<file path="config.mk">
export PLATFORM = sky130hd
export DESIGN_NAME = eth_mac_tx
export DESIGN_NICKNAME = d
export VERILOG_FILES = /design/src/rtl/eth_pkg.sv /design/src/rtl/crc32_eth.sv /design/src/rtl/eth_mac_tx.sv
export SDC_FILE = /design/constraint.sdc
export NUM_CORES = 1
export LEC_CHECK = 0
export BUFFER_PORTS_ARGS = -buffer_cell sky130_fd_sc_hd__buf_2
export CAP_MARGIN = 10
export CORE_ASPECT_RATIO = 0.75
export CORE_MARGIN = 3
export CORE_UTILIZATION = 55
export CTS_BUF_LIST = sky130_fd_sc_hd__clkbuf_8
export DETAILED_ROUTE_END_ITERATION = 10
export PLACE_DENSITY_LB_ADDON = 0.05
export SYNTH_ARGS = -nofsm -noshare
export SYNTH_HDL_FRONTEND = slang
export SYNTH_HIERARCHICAL = 1
export SYNTH_SLANG_ARGS = --single-unit
</file>
<file path="constraint.sdc">
create_clock -name clk -period 3.3 [get_ports clk]
set_clock_uncertainty 0.2 [all_clocks]
set_input_delay 0.33 -clock clk [delete_from_list [all_inputs] [get_ports clk]]
set_output_delay 0.33 -clock clk [all_outputs]
set_load 0.005 [all_outputs]
</file>
<file path="src/rtl/eth_pkg.sv">
// Shared definitions for the Ethernet MAC: GMII constants, TX FSM states
// and a byte-wise reflected CRC-32 update (poly 0x04C11DB7, LSB first).
package eth_pkg;

  localparam logic [7:0]  ETH_PREAMBLE    = 8'h55;
  localparam logic [7:0]  ETH_SFD         = 8'hD5;
  localparam logic [31:0] ETH_CRC_RESIDUE = 32'hC704DD7B;
  localparam logic [31:0] ETH_CRC_POLY    = 32'hEDB88320;

  typedef enum logic [2:0] {
    S_IDLE,
    S_PRE,
    S_SFD,
    S_DATA,
    S_PAD,
    S_FCS,
    S_IFG
  } tx_state_t;

  function automatic logic [31:0] crc32_byte(
    input logic [31:0] c,
    input logic [7:0]  d
  );
    logic [31:0] r;
    r = c;
    for (int i = 0; i < 8; i++) begin
      r = (r[0] ^ d[i]) ? ((r >> 1) ^ ETH_CRC_POLY)
                        : (r >> 1);
    end
    return r;
  endfunction

endpackage

</file>
<file path="src/rtl/crc32_eth.sv">
// Registered Ethernet CRC-32 (init all-ones, no final invert on crc_out).
// Ports: clk, rst_n, clear, enable, data_in[7:0] -> crc_out[31:0].
module crc32_eth
  import eth_pkg::*;
(
  input  logic        clk,
  input  logic        rst_n,
  input  logic        clear,
  input  logic        enable,
  input  logic [7:0]  data_in,
  output logic [31:0] crc_out
);

  logic [31:0] r_crc;

  always_ff @(posedge clk or negedge rst_n) begin
    if (!rst_n) begin
      r_crc <= '1;
    end else if (clear) begin
      r_crc <= '1;
    end else if (enable) begin
      r_crc <= crc32_byte(r_crc, data_in);
    end
  end

  assign crc_out = r_crc;

endmodule

</file>
<file path="src/rtl/eth_mac_tx.sv">
// GMII transmit MAC: preamble/SFD, payload, zero pad, FCS, inter-frame gap.
// In: clk, rst_n, tx_data/valid/sof/eof. Out: tx_ready, gmii_*, tx_busy, tx_abort.
module eth_mac_tx
  import eth_pkg::*;
#(
  parameter int PREAMBLE_LEN = 7,
  parameter int MIN_FRAME    = 60,
  parameter int IFG_LEN      = 12,
  parameter bit PAD_EN       = 1'b1
) (
  input  logic       clk,
  input  logic       rst_n,
  input  logic [7:0] tx_data,
  input  logic       tx_valid,
  input  logic       tx_sof,
  input  logic       tx_eof,
  output logic       tx_ready,
  output logic [7:0] gmii_txd,
  output logic       gmii_tx_en,
  output logic       gmii_tx_er,
  output logic       tx_busy,
  output logic       tx_abort
);

  tx_state_t   r_state;
  logic [3:0]  r_phase;
  logic [15:0] r_byte_cnt;
  logic [31:0] r_fcs;

  logic [31:0] w_crc;
  logic [31:0] w_fcs;
  logic        w_start;
  logic        w_crc_en;
  logic [7:0]  w_crc_din;
  logic [16:0] w_cnt_inc;
  logic [15:0] w_cnt_sat;
  logic        w_short;

  assign w_start   = (r_state == S_IDLE) && tx_valid && tx_sof;
  assign w_crc_en  = ((r_state == S_DATA) && tx_valid)
                   || (r_state == S_PAD);
  assign w_crc_din = (r_state == S_DATA) ? tx_data : 8'h00;
  assign w_cnt_inc = {1'b0, r_byte_cnt} + 17'd1;
  assign w_cnt_sat = (&r_byte_cnt) ? r_byte_cnt
                                   : w_cnt_inc[15:0];
  assign w_short   = PAD_EN && (w_cnt_inc < 17'(MIN_FRAME));
  assign w_fcs     = ~w_crc;

  assign tx_ready = (r_state == S_DATA)
                 || ((r_state == S_IDLE) && tx_valid && !tx_sof);
  assign tx_busy  = (r_state != S_IDLE);

  // CRC sees exactly the byte loaded into gmii_txd on the same edge.
  crc32_eth u_crc (
    .clk     (clk),
    .rst_n   (rst_n),
    .clear   (w_start),
    .enable  (w_crc_en),
    .data_in (w_crc_din),
    .crc_out (w_crc)
  );

  always_ff @(posedge clk or negedge rst_n) begin
    if (!rst_n) begin
      r_state    <= S_IDLE;
      r_phase    <= '0;
      r_byte_cnt <= '0;
      r_fcs      <= '0;
      gmii_txd   <= '0;
      gmii_tx_en <= 1'b0;
      gmii_tx_er <= 1'b0;
      tx_abort   <= 1'b0;
    end else begin
      gmii_tx_er <= 1'b0;
      tx_abort   <= 1'b0;
      gmii_tx_en <= 1'b1;
      unique case (r_state)
        S_IDLE: begin
          gmii_txd   <= 8'h00;
          gmii_tx_en <= 1'b0;
          if (w_start) begin
            // first preamble byte leaves on this edge
            r_state    <= S_PRE;
            r_phase    <= 4'd1;
            r_byte_cnt <= '0;
            gmii_txd   <= ETH_PREAMBLE;
            gmii_tx_en <= 1'b1;
          end
        end
        S_PRE: begin
          gmii_txd <= ETH_PREAMBLE;
          r_phase  <= r_phase + 4'd1;
          if (r_phase == 4'(PREAMBLE_LEN - 1)) begin
            r_state <= S_SFD;
          end
        end
        S_SFD: begin
          gmii_txd <= ETH_SFD;
          r_state  <= S_DATA;
        end
        S_DATA: begin
          r_phase <= '0;
          if (tx_valid) begin
            gmii_txd   <= tx_data;
            r_byte_cnt <= w_cnt_sat;
            if (tx_eof) begin
              r_state <= w_short ? S_PAD : S_FCS;
            end
          end else begin
            // underrun: poison the frame and skip the FCS
            gmii_txd   <= 8'h00;
            gmii_tx_er <= 1'b1;
            tx_abort   <= 1'b1;
            r_state    <= S_IFG;
          end
        end
        S_PAD: begin
          gmii_txd   <= 8'h00;
          r_byte_cnt <= w_cnt_sat;
          if (w_cnt_inc == 17'(MIN_FRAME)) begin
            r_state <= S_FCS;
          end
        end
        S_FCS: begin
          r_phase <= r_phase + 4'd1;
          if (r_phase == 4'd0) begin
            gmii_txd <= w_fcs[7:0];
            r_fcs    <= w_fcs;
          end else begin
            gmii_txd <= r_fcs[{r_phase[1:0], 3'b000} +: 8];
          end
          if (r_phase == 4'd3) begin
            r_state <= S_IFG;
            r_phase <= '0;
          end
        end
        S_IFG: begin
          // IFG_LEN+1 idle edges so the wire gap matches
          // the registered launch of the next preamble
          gmii_txd   <= 8'h00;
          gmii_tx_en <= 1'b0;
          if (r_phase == 4'(IFG_LEN)) begin
            r_state <= S_IDLE;
          end else begin
            r_phase <= r_phase + 4'd1;
          end
        end
        default: begin
          r_state    <= S_IDLE;
          gmii_tx_en <= 1'b0;
        end
      endcase
    end
  end

endmodule

</file>
==> results.cfg <==
[detailed_routing]
drt-pass1-iter-count = 4
totalWireLength_mm = 13.4
dr_total_vias = 4366
drc_violation_total_after_the_first_tritonroute_iteration = 300
post_drt_wl_per_cell_um = 18.2
detail_route.drc_violations = 0
drt-vias-per-instance = 5.92
count_of_antenna_violating_nets_left_after_detailed_routing = 0

[pwr]
total_leakage_power_nw = 2.72
report.power.total_mw = 7.51
irDropWorstVdd_mv = 0.741
power_per_cell_area_mw_per_mm2 = 1220

[worst_hold_path]
min_path_type = in2reg
hp-start = tx_valid

[finish]
n_fill_cell = 834
instances_no_fill = 737
layout-drive-gt1-share = 0.203
stdcell_area_mm2 = 0.00615
final_net_count = 621
antennaDiodeCount = 0
syn_to_final_growth_pct = 9.24

[sta]
max_freq_ghz = 0.354
tightest_slew_ps = 769
min_period_over_period = 0.856
report.final.setup_viol = 0
relSlewSlack = 0.484
fin_ws_ps = 474
unrepaired_setup_endpoints_after_global_routing = false
final.setup.tns_ps = 0
finalMaxSlewViolations = 0
final_hold_fails = 0
min_period_ps = 2830

[synthesis]
ys_warn_count = 6
synth.ff_latch_count = 97
synth_enable_flop_cells = 0
synth_ff_type = sky130_fd_sc_hd__dfrtp_1
netlist_area_mm2 = 0.00563
synth-seq-area-share = 0.438
synth_area_leaders = sky130_fd_sc_hd__dfrtp_1 29%, sky130_fd_sc_hd__dfstp_2 15%, sky130_fd_sc_hd__xnor2_1 6.2%, sky130_fd_sc_hd__o21ai_0 5.7%, sky130_fd_sc_hd__nand2_1 4.5%
synth_top_cell_area_share = 0.289
async_sr_flop_fraction = 1.00
synth_cell_types = 69
synthCells = 574
mappedNetlistNets = 595
synth_area_per_cell_um2 = 9.81
synth_top_area_cell = sky130_fd_sc_hd__dfrtp_1

[floorplanning]
start_util = 0.574
die_area_mm2 = 0.0115
die_w_um = 123
chipHeight_um = 93.6
core-area_mm2 = 0.00981
std_cell_rows = 31
io-pin-count = 26

[clock_tree]
post_cts.repair.setup_buffers = 0
cts_inserted_buffers = 9
ctsResizeCount = 0
clock_tree.htree_level_count = 3
tritoncts_num_sinks = 97
ctsRootBufferMaster = sky130_fd_sc_hd__clkbuf_8
clkLatencyLatePin_ps = 370
cts.clk_slew.worst_paths_ps = 100
tritoncts = yes
cts-hold-fix-buffers = 1
cts-root-to-sink-buffers = 2

[worst_setup_path]
crit_path_start = r_state[0]
critical_path.max_fanout = 10
critPathArrivalTime_ps = 2900
reg2reg_from = r_state[0]
cp-start-kind = flip-flop
max_stage_delay_ps = 580
cp_data_required_time_ps = 3370
critPathSlowestCell = sky130_fd_sc_hd__xnor3_2
crit_type = reg2reg
critical_path.cell_chain = and3b_1, and2_1, xnor2_2, xnor3_2, xnor2_2, and2_1, o31ai_1
critical_path.endpoint_type = flip-flop

[grt]
globalRouteTotalUtil = 0.253
gr-total-overflow = 0
vias_in_the_first_global_route = 4069
first_pass_grt_wire_length_mm = 22.4
grt_max_degree = 36
grt_antenna_before_repair = 0

[placed_design]
hpwl_mm = 9.68
place_congestion = 0.870
dpl-instance-area_mm2 = 0.00593
place.port_buffers = 25
place_inst = 720
detailedPlace.worstSlack_ps = 543

[run]
maxCapViolCount = 0

[status]
status = finished clean
==> state kept, by name (all words and copies together), names as in the netlist <==
name,count
r_phase,4
r_fcs,32
r_state,3
tx_abort,1
u_crc/crc_out,32
gmii_txd,8
gmii_tx_en,1
r_byte_cnt,16
==> report_power, final <==
group	switching, mW	internal (mW)
registers	0.442	1.85
clock network	0.410	0.411
logic	2.37	2.04
==> placed cells by master, fill, tap and decap left out, drive strengths merged, types with 2 or more instances in the layout <==
cell type and instances:
nor2b 3, nand3b 2, o21ai 66, dfstp 32, clkinv 2, or3 3, xnor2 49, nand3 17
a31oi 2, a211oi 3, clkbuf 12, inv 11, mux4 8, o31ai 11, and4 2, dfrtp 65
nor3 8, o211ai 7, xor2 22, xnor3 3, o22ai 4, and2 12, nand2b 3, a211o 16
a21o 6, a21oi 27, clkinvlp 2, nand4 5, nor2 44, nand2 68, and3 7, a221oi 4
ha 8, o41ai 3, nor4 5, o21a 2, buf 44
==> stage by stage <==
step           hold WS, ps   util
6_report              84.4  0.627
5_1_grt               78.5  0.627
4_1_cts               63.4  0.627
3_5_place_dp           101  0.604
3_3_place_gp          97.3  0.604
2_1_floorplan         -166      -
==> cells in the mapped netlist (10+ instances only) <==
library cell	n
sky130_fd_sc_hd__o31ai_1	11
sky130_fd_sc_hd__xor2_1	21
sky130_fd_sc_hd__xnor2_1	40
sky130_fd_sc_hd__clkbuf_1	20
sky130_fd_sc_hd__inv_1	10
sky130_fd_sc_hd__nor2_1	44
sky130_fd_sc_hd__dfstp_2	32
sky130_fd_sc_hd__dfrtp_1	65
sky130_fd_sc_hd__a21oi_1	27
sky130_fd_sc_hd__a211o_1	16
sky130_fd_sc_hd__o21ai_0	64
sky130_fd_sc_hd__nand3_1	15
sky130_fd_sc_hd__and2_1	11
sky130_fd_sc_hd__nand2_1	67
==> worst paths after layout <==
check | end | slack (ps) | cells after the start
worst max-delay path | u_crc/crc_out[23] | 470 | 7
worst min-delay path | tx_abort | 80 | 2
worst max register to register | u_crc/crc_out[23] | 470 | 7
worst min register to register | r_fcs[27] | 280 | 2
max in group asynchronous | u_crc/crc_out[12] | 1830 | 3
min in group asynchronous | gmii_txd[1] | 240 | 2
==> cells by family (layout without fill, tap and decap cells) <==
kind of cell | Yosys count | after routing | share of synthesized area
xor gates and xnor gates | 74 | 74 | 0.138
DFF | 97 | 97 | 0.438
adders and majority gates | 8 | 8 | 0.0178
and+or+nand+nor | 185 | 185 | 0.161
buffers and inverters | 42 | 73 | 0.0329
muxes | 8 | 8 | 0.0320
AOI/OAI and AO/OA | 160 | 160 | 0.180
==> worst max-delay path: cells and delay by family, from the launching register on <==
kind / cells / cell delay [ps]
AND/OR/NAND/NOR: 3 / 720
AO/OA/AOI/OAI: 1 / 210
XOR/XNOR: 3 / 1170
flip-flops: 1 / 420
==> per-layer routing <==
layer	wire, µm	global-route usage	vias to the layer above
met5	0	0	-
met4	127	0.0522	0
met3	742	0.0484	11
met2	5590	0.341	101
met1	6970	0.417	2174
li1	-	-	2080
==> area by class of cell <==
| cell class | count | area (µm²) | share of cell area |
|---|---|---|---|
| sequential | 97 | 2470 | 0.401 |
| multi-input combinational | 435 | 2980 | 0.484 |
| inverter | 12 | 45.0 | 0.00732 |
| clock buffer | 12 | 165 | 0.0269 |
| timing repair buffer | 45 | 280 | 0.0456 |
| tap | 132 | 165 | 0.0269 |
| clock inverter | 4 | 50.0 | 0.00814 |
No activity file was read; power rests on OpenSTA's default activity.
